<file path="src/rtl/coin_credit_frontend_pkg.sv">
// Shared vending datapath types: coin/item/credit widths,
// front-end FSM states and default coin values.
package vend_pkg;

    typedef logic [1:0] coin_t;
    typedef logic [1:0] item_t;
    typedef logic [3:0] credit_t;

    localparam int CREDIT_MAX = 15;

    localparam credit_t COIN0_DEF = 4'd1;
    localparam credit_t COIN1_DEF = 4'd2;
    localparam credit_t COIN2_DEF = 4'd5;

    typedef enum logic [1:0] {
        IDLE,
        CREDIT,
        REQUEST,
        CHECK
    } fe_state_t;

endpackage

</file>
<file path="src/rtl/coin_credit_frontend_if.sv">
// Front-end <-> vending core bus: request values out,
// registered dispense/balance results back.
interface vend_core_if;

    vend_pkg::credit_t deposited_amount;
    vend_pkg::item_t   item_code;
    logic              dispense;
    vend_pkg::credit_t balance;

    modport master (
        output deposited_amount,
        output item_code,
        input  dispense,
        input  balance
    );

    modport slave (
        input  deposited_amount,
        input  item_code,
        output dispense,
        output balance
    );

endinterface

</file>
<file path="src/rtl/coin_credit_frontend_coin_decoder.sv">
// Maps a coin denomination to its credit value;
// type 2'b11 is flagged invalid.
module coin_decoder
    import vend_pkg::*;
#(
    parameter credit_t COIN0_VAL = COIN0_DEF,
    parameter credit_t COIN1_VAL = COIN1_DEF,
    parameter credit_t COIN2_VAL = COIN2_DEF
) (
    input  coin_t   coin_type,
    output credit_t value,
    output logic    invalid
);

    always_comb begin
        value   = '0;
        invalid = 1'b0;
        unique case (coin_type)
            2'b00:   value = COIN0_VAL;
            2'b01:   value = COIN1_VAL;
            2'b10:   value = COIN2_VAL;
            default: invalid = 1'b1;
        endcase
    end

endmodule

</file>
<file path="src/rtl/coin_credit_frontend.sv">
// Coin credit front end: accumulates credit, issues one-cycle
// requests to the vending core and reports the outcome.
module coin_credit_frontend
    import vend_pkg::*;
#(
    parameter credit_t COIN0_VAL = COIN0_DEF,
    parameter credit_t COIN1_VAL = COIN1_DEF,
    parameter credit_t COIN2_VAL = COIN2_DEF
) (
    input  logic        clk,
    input  logic        reset_n,
    input  logic        coin_valid,
    input  coin_t       coin_type,
    input  logic        select_valid,
    input  item_t       select_code,
    input  logic        cancel,
    vend_core_if.master core,
    output logic        coin_reject,
    output logic        vend_done,
    output logic        insufficient,
    output logic        refund_valid,
    output credit_t     refund_amount,
    output credit_t     credit,
    output logic        busy
);

    fe_state_t state_q, state_d;
    credit_t   credit_q, credit_d;
    item_t     item_q, item_d;
    credit_t   dep_q, dep_d;
    credit_t   ramt_q, ramt_d;
    logic      rej_q, rej_d;
    logic      vend_q, vend_d;
    logic      insuf_q, insuf_d;
    logic      rv_q, rv_d;
    logic      busy_q, busy_d;

    credit_t   coin_val;
    logic      coin_inv;
    logic [4:0] sum;
    logic      coin_ok;

    coin_decoder #(
        .COIN0_VAL (COIN0_VAL),
        .COIN1_VAL (COIN1_VAL),
        .COIN2_VAL (COIN2_VAL)
    ) u_dec (
        .coin_type (coin_type),
        .value     (coin_val),
        .invalid   (coin_inv)
    );

    // 5-bit sum so an overflowing coin is detected, never wrapped
    assign sum     = {1'b0, credit_q} + {1'b0, coin_val};
    assign coin_ok = !coin_inv && (sum <= 5'(CREDIT_MAX));

    always_comb begin
        state_d  = state_q;
        credit_d = credit_q;
        item_d   = item_q;
        ramt_d   = '0;
        rej_d    = 1'b0;
        vend_d   = 1'b0;
        insuf_d  = 1'b0;
        rv_d     = 1'b0;
        unique case (state_q)
            IDLE, CREDIT: begin
                if (cancel && state_q == CREDIT) begin
                    rv_d     = 1'b1;
                    ramt_d   = credit_q;
                    credit_d = '0;
                    state_d  = IDLE;
                    rej_d    = coin_valid;
                end else if (select_valid && state_q == CREDIT) begin
                    item_d  = select_code;
                    state_d = REQUEST;
                    rej_d   = coin_valid;
                end else if (coin_valid) begin
                    if (coin_ok) begin
                        credit_d = sum[3:0];
                        state_d  = (sum[3:0] != '0) ? CREDIT : state_q;
                    end else begin
                        rej_d = 1'b1;
                    end
                end
            end
            REQUEST: begin
                state_d = CHECK;
                rej_d   = coin_valid;
            end
            CHECK: begin
                rej_d = coin_valid;
                if (core.dispense) begin
                    vend_d   = 1'b1;
                    rv_d     = (core.balance != '0);
                    ramt_d   = core.balance;
                    credit_d = '0;
                    state_d  = IDLE;
                end else begin
                    insuf_d = 1'b1;
                    state_d = CREDIT;
                end
            end
            default: state_d = IDLE;
        endcase
        dep_d  = (state_d == REQUEST) ? credit_d : '0;
        busy_d = (state_d == REQUEST) || (state_d == CHECK);
    end

    always_ff @(posedge clk or negedge reset_n) begin
        if (!reset_n) begin
            state_q  <= IDLE;
            credit_q <= '0;
            item_q   <= '0;
            dep_q    <= '0;
            ramt_q   <= '0;
            rej_q    <= 1'b0;
            vend_q   <= 1'b0;
            insuf_q  <= 1'b0;
            rv_q     <= 1'b0;
            busy_q   <= 1'b0;
        end else begin
            state_q  <= state_d;
            credit_q <= credit_d;
            item_q   <= item_d;
            dep_q    <= dep_d;
            ramt_q   <= ramt_d;
            rej_q    <= rej_d;
            vend_q   <= vend_d;
            insuf_q  <= insuf_d;
            rv_q     <= rv_d;
            busy_q   <= busy_d;
        end
    end

    assign core.deposited_amount = dep_q;
    assign core.item_code        = item_q;
    assign coin_reject           = rej_q;
    assign vend_done             = vend_q;
    assign insufficient          = insuf_q;
    assign refund_valid          = rv_q;
    assign refund_amount         = ramt_q;
    assign credit                = credit_q;
    assign busy                  = busy_q;

endmodule

</file>
<file path="src/flat_wrapper.sv">
// flat-port wrapper written by rule: the top's interface ports become plain ports
module coin_credit_frontend_flat import vend_pkg::*;
#(
    parameter credit_t COIN0_VAL = COIN0_DEF,
    parameter credit_t COIN1_VAL = COIN1_DEF,
    parameter credit_t COIN2_VAL = COIN2_DEF
)
  (clk, reset_n, coin_valid, coin_type, select_valid, select_code, cancel, coin_reject, vend_done, insufficient, refund_valid, refund_amount, credit, busy, core_deposited_amount, core_item_code, core_dispense, core_balance);
  vend_core_if core_i ();
  input  logic clk;
  input  logic reset_n;
  input  logic coin_valid;
  input  coin_t coin_type;
  input  logic select_valid;
  input  item_t select_code;
  input  logic cancel;
  output logic coin_reject;
  output logic vend_done;
  output logic insufficient;
  output logic refund_valid;
  output credit_t refund_amount;
  output credit_t credit;
  output logic busy;
  output wire logic [$bits(core_i.deposited_amount)-1:0] core_deposited_amount;
  output wire logic [$bits(core_i.item_code)-1:0] core_item_code;
  input wire logic [$bits(core_i.dispense)-1:0] core_dispense;
  input wire logic [$bits(core_i.balance)-1:0] core_balance;
  assign core_deposited_amount = core_i.deposited_amount;
  assign core_item_code = core_i.item_code;
  assign core_i.dispense = core_dispense;
  assign core_i.balance = core_balance;
  coin_credit_frontend #(.COIN0_VAL(COIN0_VAL), .COIN1_VAL(COIN1_VAL), .COIN2_VAL(COIN2_VAL)) u_core (.clk(clk), .reset_n(reset_n), .coin_valid(coin_valid), .coin_type(coin_type), .select_valid(select_valid), .select_code(select_code), .cancel(cancel), .core(core_i), .coin_reject(coin_reject), .vend_done(vend_done), .insufficient(insufficient), .refund_valid(refund_valid), .refund_amount(refund_amount), .credit(credit), .busy(busy));
endmodule
</file>
<file path="config.mk">
export PLATFORM = sky130hd
export DESIGN_NAME = coin_credit_frontend_flat
export DESIGN_NICKNAME = d
export VERILOG_FILES = /design/src/rtl/coin_credit_frontend_pkg.sv /design/src/rtl/coin_credit_frontend_if.sv /design/src/rtl/coin_credit_frontend_coin_decoder.sv /design/src/rtl/coin_credit_frontend.sv /design/src/flat_wrapper.sv
export SDC_FILE = /design/constraint.sdc
export NUM_CORES = 1
export LEC_CHECK = 0
export BUFFER_PORTS_ARGS = -buffer_cell sky130_fd_sc_hd__buf_4
export CAP_MARGIN = 20
export CORE_MARGIN = 8
export CORE_UTILIZATION = 51
export DETAILED_ROUTE_END_ITERATION = 12
export HOLD_SLACK_MARGIN = 0.03
export MAX_ROUTING_LAYER = met4
export PLACE_DENSITY = 0.76
export SLEW_MARGIN = 20
export SYNTH_ARGS = -nofsm -noshare
export SYNTH_HDL_FRONTEND = slang
export SYNTH_SLANG_ARGS = --single-unit
</file>
<file path="constraint.sdc">
create_clock -name clk -period 4.2 [get_ports clk]
set_input_delay 0.42 -clock clk [delete_from_list [all_inputs] [get_ports clk]]
set_output_delay 0.42 -clock clk [all_outputs]
set_load 0.005 [all_outputs]
</file>
==> results.ini <==
[outcome]
status=complete, no violations

[clocking]
post-cts-setup-buffers=0
clock_tree.buffer_depth=2
post_cts_resize_count=0
clock_tree_from_tritoncts=built
clock_sinks=21
cts_made_buffers=3
holdBufCountCts=1
htree_levels=1
ctsRootBufferMaster=sky130_fd_sc_hd__clkbuf_4
clock_insertion_delay_worst_skew_ns=0.30
clk_transition_reported_paths_ns=0.11

[place]
weighted_congestion_at_the_end_of_routability_driven_global_placement=0.843
post-dp-hpwl_um=1830
buffer_ports.inserted=32
dp_cells=153
dpl_cell_area_um2=1270
worst_slack_at_placement_ns=2.11

[timing]
final_period_minus_worst_setup_slack_ns=2.03
finalClockSkew_ns=0.00277
f_max_ghz=0.492
final.period_utilization_pct=48.4
final_max_slew_viol_count=0
max_slew.worst_pin.slew_ns=0.462
hold_violations=0
rsz0062_at_grt=false
worst_slew_margin_rel_pct=69.1
final_worst_setup_slack_ns=2.17
setup_violations=0
whs_ns=0.277
sum_of_negative_setup_slack_ns=0

[setup_path]
r2r-start=u_core.credit[0]$_DFF_PN0_
timing.critical_path.to_type=flop
critPathLaunch=u_core.credit[0]$_DFF_PN0_
worst-endpoint-arrival_ns=2.27
critPathRequiredTime_ns=4.44
crit_path_start_kind=flop
crit_type=reg -> reg
cp_max_fo=5

[logic_synthesis]
netlist_top_cells_area=sky130_fd_sc_hd__dfrtp_1, sky130_fd_sc_hd__and2_1, sky130_fd_sc_hd__ha_1
edff_count_synth=0
synth.cells.most_frequent=sky130_fd_sc_hd__dfrtp_1, sky130_fd_sc_hd__nor2_1, sky130_fd_sc_hd__inv_1
ys_seq_elements=21
ys_dominant_reg_cell=sky130_fd_sc_hd__dfrtp_1
ys_warn_count=0
fraction_of_the_yosys_area_taken_by_sequential_cells_pct=52.4
postSynthAreaPerCell_um2=10.5
synth_largest_type_area_fraction_pct=52.4
yosys.cell_types.count=32
async_flop_share_pct=100
synthesis.area_um2=1000
yosys.area.top_type=sky130_fd_sc_hd__dfrtp_1
count_leader_synth=sky130_fd_sc_hd__dfrtp_1
postSynthNetCount=113
syn-instance-count=95

[global_route]
grt_start_max_net_pins=22
grt_remaining_overflow=0
grt_pass1_vias=893
grt_antenna_before_repair=0
grt_util_all_layers_pct=15.1
grt_pass1_wl_um=3940

[power_and_ir_drop]
sequentialPowerShare_pct=45.5
power_switching_share_pct=36.2
vdd_ir_drop_max_mv=0.296
p_comb_share_pct=41.4
cellPowerDensity_nw_per_um2=541
power_switching_mw=0.256
power.leakage_nw=0.682
share_clk_of_total_power_pct=13.1
power.internal_mw=0.451
design_power_total_mw=0.706

[job]
number_of_max_capacitance_violations_reported=0

[detailed_routing]
remaining_drc_errors=0
detail_route.vias_per_cell=5.25
ant_nets=0
vias=830
post_drt_wl_per_cell_um=14.7
wirelength_um=2330
drtIter0Drc=8
pre_repair_dr_iteration_count=4

[cells_and_area]
seqCellArea_um2=526
areaGrowthSynthToFinish_pct=30.3
finish.utilization_pct=68.7
stdcell_count=158
final_cell_area_um2=1310
antennaDiodeCount=0
multi_input_comb_area_um2=435
final_layout_size_suffix_gt1_share_pct=30.5
layout.filler_cells=156
finish.net_count=150

[floorplan]
rows=16
start_util_pct=52.7
die_height_um=60.3
design.core.area_um2=1900
design.portCount=33
die_area_um2=3640
die_width_um=60.3

[min_path]
hold_start=core_dispense
hold_path_class=in -> reg

-- cell type report --
type | count | area share [%]
Multi-Input combinational cell | 64 | 33.3
Tap cell | 27 | 2.59
Timing Repair Buffer | 33 | 19.2
Clock inverter | 1 | 0.383
Sequential cell | 21 | 40.2
Clock buffer | 3 | 1.72
Inverter | 9 | 2.59
-- routing by layer --
| metal | vias to the layer above | track usage (%) | wire length [µm] |
|---|---|---|---|
| met3 | 4 | 4.87 | 174 |
| met2 | 27 | 25.0 | 1170 |
| li1 | 400 | - | - |
| met5 | - | - | 0 |
| met1 | 399 | 15.1 | 944 |
| met4 | 0 | 9.52 | 36 |
-- cells by family (layout without fill, tap and decap cells) --
| group | after synthesis | after routing | synth area share, % |
|---|---|---|---|
| AOI/OAI and AO/OA | 21 | 21 | 14.6 |
| xor gates and xnor gates | 1 | 1 | 0.874 |
| adders and majority gates | 4 | 4 | 5.74 |
| buffers and inverters | 10 | 46 | 4.12 |
| DFF | 21 | 21 | 52.4 |
| muxes | 2 | 2 | 2.25 |
| and+or+nand+nor | 36 | 36 | 20.0 |
-- layout by cell type (no fill, tap or decap) --
cell type	count
sky130_fd_sc_hd__a21o_1	2
sky130_fd_sc_hd__a21oi_1	7
sky130_fd_sc_hd__a221o_1	1
sky130_fd_sc_hd__a22o_1	1
sky130_fd_sc_hd__a2bb2oi_1	1
sky130_fd_sc_hd__a31oi_1	1
sky130_fd_sc_hd__a32oi_1	1
sky130_fd_sc_hd__and2_1	6
sky130_fd_sc_hd__and3_1	3
sky130_fd_sc_hd__and4_1	1
sky130_fd_sc_hd__buf_4	32
sky130_fd_sc_hd__clkbuf_4	3
sky130_fd_sc_hd__clkinv_2	1
sky130_fd_sc_hd__dfrtp_1	21
sky130_fd_sc_hd__dlygate4sd3_1	1
sky130_fd_sc_hd__fa_1	1
sky130_fd_sc_hd__ha_1	3
sky130_fd_sc_hd__inv_1	8
sky130_fd_sc_hd__inv_2	1
sky130_fd_sc_hd__mux2_2	2
sky130_fd_sc_hd__nand2_1	7
sky130_fd_sc_hd__nand2b_1	2
sky130_fd_sc_hd__nand3_1	2
sky130_fd_sc_hd__nand3b_1	1
sky130_fd_sc_hd__nor2_1	10
sky130_fd_sc_hd__nor2b_1	2
sky130_fd_sc_hd__nor3_1	1
sky130_fd_sc_hd__nor4b_4	1
sky130_fd_sc_hd__o2111a_1	1
sky130_fd_sc_hd__o21ai_0	1
sky130_fd_sc_hd__o21ai_1	1
sky130_fd_sc_hd__o22ai_1	1
sky130_fd_sc_hd__o2bb2ai_1	2
sky130_fd_sc_hd__o41ai_1	1
sky130_fd_sc_hd__xor2_1	1
-- power by group through the flow --
| stage | Combinational (mW) | Clock, mW | Sequential [mW] |
|---|---|---|---|
| final | 0.293 | 0.0926 | 0.321 |
| after global routing | 0.326 | 0.106 | 0.332 |
| after CTS | 0.296 | 0.0971 | 0.320 |
| after detailed placement | 0.294 | 0 | 0.324 |
| after global placement | 0.291 | 0 | 0.322 |
| after floorplan | 0.178 | 0 | 0.307 |
-- worst max-delay path, stage by stage, from the launching register on --
cell and delay [ns]:
sky130_fd_sc_hd__dfrtp_1 0.48, sky130_fd_sc_hd__ha_1 0.21, sky130_fd_sc_hd__inv_1 0.06, sky130_fd_sc_hd__fa_1 0.40
sky130_fd_sc_hd__nor2b_1 0.13, sky130_fd_sc_hd__o21ai_1 0.11, sky130_fd_sc_hd__a32oi_1 0.38, sky130_fd_sc_hd__a221o_1 0.21
-- registers in the layout, summed over array words and instances, names as in the netlist --
| signal | count |
|---|---|
| u_core.insufficient | 1 |
| u_core.core.deposited_amount | 4 |
| u_core.refund_valid | 1 |
| u_core.vend_done | 1 |
| u_core.state_q | 2 |
| u_core.credit | 4 |
| u_core.core.item_code | 2 |
| u_core.refund_amount | 4 |
| u_core.busy | 1 |
| u_core.coin_reject | 1 |
-- worst paths after layout --
path	depth (start not counted)	slack (ns)	to
worst max register to register	7	2.17	u_core.credit[3]$_DFF_PN0_
worst max-delay path	7	2.17	u_core.credit[3]$_DFF_PN0_
max in group asynchronous	2	3.46	u_core.core.deposited_amount[1]$_DFF_PN0_
worst min-delay path	2	0.28	u_core.insufficient$_DFF_PN0_
worst min register to register	1	0.52	u_core.core.item_code[1]$_DFFE_PN0P_
min in group asynchronous	2	0.53	u_core.core.item_code[0]$_DFFE_PN0P_
Note: power is estimated with default switching activity, not from simulation.
